==> src/rtl/if_fetch_unit.sv <==
// Instruction-fetch stage: issues PC to instruction memory, waits a variable latency,
// and presents the fetched word to IF/ID with stall/flush handling and a sticky timeout flag.
//
// state | meaning
// IDLE  | no fetch outstanding; issue pc_i when allowed
// WAIT  | request outstanding, waiting for mem_ack
// HOLD  | word received while IF/ID frozen; parked in hold buffer
module if_fetch_unit #(
  parameter int unsigned             ADDR_W      = 32,
  parameter int unsigned             DATA_W      = 32,
  parameter logic [7:0]              TIMEOUT_CYC = 8'd255,
  parameter logic [DATA_W-1:0]       NOP_INST    = '0
) (
  input  logic              clk,
  input  logic              rst,
  input  logic [ADDR_W-1:0] pc_i,
  input  logic [5:0]        stall,
  input  logic              flush,
  output logic              mem_req,
  output logic [ADDR_W-1:0] mem_addr,
  input  logic              mem_ack,
  input  logic [DATA_W-1:0] mem_rdata,
  output logic [DATA_W-1:0] if_inst,
  output logic [ADDR_W-1:0] if_pc,
  output logic              if_valid,
  output logic              stall_req,
  output logic              fetch_err
);

  localparam logic [1:0] IDLE = 2'd0;
  localparam logic [1:0] WAIT = 2'd1;
  localparam logic [1:0] HOLD = 2'd2;

  logic [1:0]        state_q, state_d;
  logic              mem_req_q, mem_req_d;
  logic [ADDR_W-1:0] mem_addr_q, mem_addr_d;
  logic [7:0]        wait_cnt_q, wait_cnt_d;
  logic              drop_q, drop_d;
  logic              fetch_err_q, fetch_err_d;
  logic [DATA_W-1:0] hold_inst_q, hold_inst_d;
  logic [ADDR_W-1:0] hold_pc_q, hold_pc_d;
  logic [DATA_W-1:0] if_inst_q, if_inst_d;
  logic [ADDR_W-1:0] if_pc_q, if_pc_d;
  logic              if_valid_q, if_valid_d;

  logic              load;
  logic [DATA_W-1:0] load_inst;
  logic [ADDR_W-1:0] load_pc;
  logic              unused_stall;

  assign unused_stall = ^{stall[5:2], stall[0]};

  always_comb begin
    state_d     = state_q;
    mem_req_d   = mem_req_q;
    mem_addr_d  = mem_addr_q;
    wait_cnt_d  = wait_cnt_q;
    drop_d      = drop_q;
    fetch_err_d = fetch_err_q;
    hold_inst_d = hold_inst_q;
    hold_pc_d   = hold_pc_q;
    load        = 1'b0;
    load_inst   = hold_inst_q;
    load_pc     = hold_pc_q;
    stall_req   = 1'b0;

    case (state_q)
      IDLE: begin
        stall_req = ~flush & ~fetch_err_q;
        if (!flush && !fetch_err_q) begin
          mem_req_d  = 1'b1;
          mem_addr_d = pc_i;
          wait_cnt_d = '0;
          drop_d     = 1'b0;
          state_d    = WAIT;
        end
      end
      WAIT: begin
        // PC may advance exactly in the ack cycle
        stall_req = ~mem_ack;
        if (mem_ack) begin
          mem_req_d = 1'b0;
          drop_d    = 1'b0;
          state_d   = IDLE;
          if (!drop_q && !flush) begin
            if (stall[1]) begin
              hold_inst_d = mem_rdata;
              hold_pc_d   = mem_addr_q;
              state_d     = HOLD;
            end else begin
              load      = 1'b1;
              load_inst = mem_rdata;
              load_pc   = mem_addr_q;
            end
          end
        end else if (wait_cnt_q == TIMEOUT_CYC) begin
          mem_req_d   = 1'b0;
          fetch_err_d = 1'b1;
          state_d     = IDLE;
        end else begin
          if (wait_cnt_q != 8'hFF) wait_cnt_d = wait_cnt_q + 8'd1;
          // memory still owes an ack; remember to throw it away
          if (flush) drop_d = 1'b1;
        end
      end
      HOLD: begin
        stall_req = 1'b1;
        if (flush) begin
          state_d = IDLE;
        end else if (!stall[1]) begin
          load    = 1'b1;
          state_d = IDLE;
        end
      end
      default: state_d = IDLE;
    endcase
  end

  always_comb begin
    if_inst_d  = if_inst_q;
    if_pc_d    = if_pc_q;
    if_valid_d = if_valid_q;
    if (flush) begin
      if_inst_d  = NOP_INST;
      if_valid_d = 1'b0;
    end else if (load) begin
      if_inst_d  = load_inst;
      if_pc_d    = load_pc;
      if_valid_d = 1'b1;
    end else if (!stall[1]) begin
      if_inst_d  = NOP_INST;
      if_valid_d = 1'b0;
    end
  end

  always_ff @(posedge clk) begin
    if (rst) begin
      state_q     <= IDLE;
      mem_req_q   <= 1'b0;
      mem_addr_q  <= '0;
      wait_cnt_q  <= '0;
      drop_q      <= 1'b0;
      fetch_err_q <= 1'b0;
      hold_inst_q <= '0;
      hold_pc_q   <= '0;
      if_inst_q   <= NOP_INST;
      if_pc_q     <= '0;
      if_valid_q  <= 1'b0;
    end else begin
      state_q     <= state_d;
      mem_req_q   <= mem_req_d;
      mem_addr_q  <= mem_addr_d;
      wait_cnt_q  <= wait_cnt_d;
      drop_q      <= drop_d;
      fetch_err_q <= fetch_err_d;
      hold_inst_q <= hold_inst_d;
      hold_pc_q   <= hold_pc_d;
      if_inst_q   <= if_inst_d;
      if_pc_q     <= if_pc_d;
      if_valid_q  <= if_valid_d;
    end
  end

  assign mem_req   = mem_req_q;
  assign mem_addr  = mem_addr_q;
  assign if_inst   = if_inst_q;
  assign if_pc     = if_pc_q;
  assign if_valid  = if_valid_q;
  assign fetch_err = fetch_err_q;

endmodule

==> config.mk <==
export PLATFORM = sky130hd
export DESIGN_NAME = if_fetch_unit
export DESIGN_NICKNAME = d
export VERILOG_FILES = /design/src/rtl/if_fetch_unit.sv
export SDC_FILE = /design/constraint.sdc
export NUM_CORES = 1
export LEC_CHECK = 0
export CAP_MARGIN = 20
export CORE_MARGIN = 2
export CORE_UTILIZATION = 53
export DETAILED_ROUTE_END_ITERATION = 8
export GPL_TIMING_DRIVEN = 0
export PLACE_DENSITY = 0.85
export SLEW_MARGIN = 15
export SYNTH_ARGS = -nofsm -noshare
export SYNTH_HDL_FRONTEND = slang
export SYNTH_SLANG_ARGS = --single-unit
==> constraint.sdc <==
create_clock -name clk -period 4.3 [get_ports clk]
set_input_delay 0.645 -clock clk [delete_from_list [all_inputs] [get_ports clk]]
set_output_delay 0.645 -clock clk [all_outputs]
set_load 0.01 [all_outputs]
==> impl_metrics.toml <==
[status]
status = "completed"

[critical_path]
r2r_start = "state_q[1]"
critPathArrivalTime_ns = 2.59
path_class = "register to primary output"
slowest_stage = "nor3b_4"
path_buf_inv = 2
crit_fanout = 8
rrSetupSlack_ns = 2.11
cp.required_ns = 3.65
path_cells = "inv_1 -> ha_1 -> nor3b_4 -> nor3_1 -> nor2_1 -> clkdlybuf4s50_1"
cp-startpoint = "state_q[1]"
reg2regPathDepth = 6
r2r_end = "wait_cnt_q[2]"
max_stage_delay_ns = 0.60
critPathCaptureType = "primary output"
cp-start-kind = "register"
critPathTopFamily = "simple AND/OR/NAND/NOR gates"

[worst_hold_path]
min-delay-start = "if_inst[13]"
whs_endpoint = "if_inst[13]"
hold_path.class = "register to register"
min_path_cells = 2

[placed_design]
hpwl_um = 13600
port_buffers = 166
gp_congestion = 0.895
post-place-ws_ns = 1.43

[die]
num_rows = 41
io_pins = 174
die_y_um = 118
die_w_um = 118
start_util = 0.545
die-area_um2 = 13900
core_um2 = 12600

[sta]
min_period_ns = 3.23
slew_violations = 0
report.final.hold_viol_count = 0
max_slew_margin = 0.586
fin_hold_ws_ns = 0.446
max_freq_mhz = 309
grt_setup_unrepaired = "no"
timing.final.crit_share = 0.752
tightest_slew_ns = 0.621
tns_ns = 0
setup_ws_ns = 1.07
finClkSkew_ns = 0.00800
setup_viol = 0

[cells_and_area]
drive_gt1_frac = 0.0528
final_cell_mix = "297 x nand2_1, 174 x dfxtp_1, 166 x clkdlybuf4s50_1"
multi_input_area_um2 = 3060
diodes = 0
fin_nets = 1109
mostFrequentLayoutCell = "nand2_1"
seq_area_um2 = 3480
fillers = 946
synthToLayoutAreaGrowth_pct = 37.2

[clock_tree]
cts_tree = "yes"
cts_buffer_depth = 2
clk_latency_ns = 0.43
h-tree-depth = 4
cts.sinks = 174
ctsHoldBuffers = 0
path_clk_slew_ns = 0.07
cts_made_buffers = 17
cts_resized = 0
root_buffer = "clkbuf_16"
cts_setup_buffers = 0

[yosys]
synthTopCellsByArea = "dfxtp_1 51%, nand2_1 16%, a21oi_1 7.6%, mux2i_1 4.7%, a311oi_1 4.1%"
synth_area_um2 = 6870
ys_seq_area_frac = 0.507
syn-num-nets = 924
synthDistinctLibCells = 42
syn_area_per_cell_um2 = 8.13
yosys_warnings = 0
synth_largest_area_cell = "dfxtp_1"
netlist.area_leader.share = 0.507
synth-seq-cells = 174
syn_inst = 845

[power]
leakagePower_nw = 3.09
irDropWorstVdd_mv = 0.297
p_per_area_nw_per_um2 = 413

[detailed_routing]
via_per_inst = 5.46
drt-initial-drc-count = 519
avgRoutedWirePerCell_um = 16.0
dr.pass1.iters = 7
vias = 6634
drtAntennaViolNets = 0
wl_um = 19500
drc = 0

[grt]
grt_busiest_layer = "met2"
grt_overflow = 0
grt_pass1_wl_um = 31500
use_met1 = 0.339
grt_max_degree = 17
met3_usage = 0.0591
grt_pass1_vias = 6369
antenna_found_initial = 0
track_usage = 0.280
gr-usage-met2 = 0.479

[run]
drv_cap = 0
==> sequential cells by signal, indices dropped and copies added (netlist names) <==
register	cells
hold_pc_q	32
mem_req	1
fetch_err	1
if_inst	32
drop_q	1
state_q	2
hold_inst_q	32
if_pc	32
wait_cnt_q	8
mem_addr	32
if_valid	1
==> cells in the mapped netlist, drive strengths merged <==
master	instances
nand2	297
dfxtp	174
a21oi	104
clkbuf	44
nor2	38
o21ai	37
a311oi	32
mux2i	32
buf	20
nor3	6
a31oi	5
ha	5
nand3	5
nand4b	5
nor2b	5
and2	3
and3	3
inv	3
nand3b	3
or4	3
nand2b	2
nand4	2
o211ai	2
o21a	2
o31ai	2
o41ai	2
a211oi	1
a32oi	1
and3b	1
and4	1
and4b	1
nor3b	1
o211a	1
o221ai	1
or3b	1
==> how the worst max path moves through the flow <==
stage,endpoint,cells past startpoint
detailed placement,stall_req,5
CTS,stall_req,6
global placement,stall_req,5
finish,stall_req,6
global route,stall_req,6
floorplan,stall_req,4
==> tightest hold or removal path: stages (launching register included) <==
cell     delay [ns]
dfxtp_1        0.31
nand2_1        0.05
o21ai_1        0.05
==> routing by layer <==
layer  part of all wire  wire length [um]
met3              0.067              1300
met4              0.029               559
met2               0.49              9470
met1               0.42              8140
met5                  0                 0
==> stage by stage <==
step	power, mW	util	instances	cell area, um^2
after CTS	3.89	0.747	1214	9430
after floorplan	1.94	-	845	6870
after global placement	2.16	0.693	1183	8750
final	3.89	0.747	1214	9430
after detailed placement	2.16	0.693	1183	8750
after global routing	4.02	0.747	1214	9430
==> layout make-up <==
cell class	instances	area share
sequential	174	0.370
inverter	3	0.00119
clock buffer	21	0.0499
clock inverter	10	0.0220
tap	172	0.0228
timing repair buffer	166	0.176
multi-input combinational	604	0.324
buffer	64	0.0341
==> power breakdown <==
part           leakage (nW)  internal, mW  switching, mW
Combinational          1.35         0.196          0.232
Clock                 0.334          1.13          0.624
Sequential             1.41          1.66         0.0434
Total                  3.09          2.99          0.900
==> kinds of logic after synthesis <==
family | count (synthesis) | share of synthesized area
simple gates | 377 | 0.226
compound gates | 190 | 0.163
flops | 174 | 0.507
fa+ha+maj | 5 | 0.00910
mux | 32 | 0.0466
buf+inv | 67 | 0.0484
(Power assumes the default switching activity.)
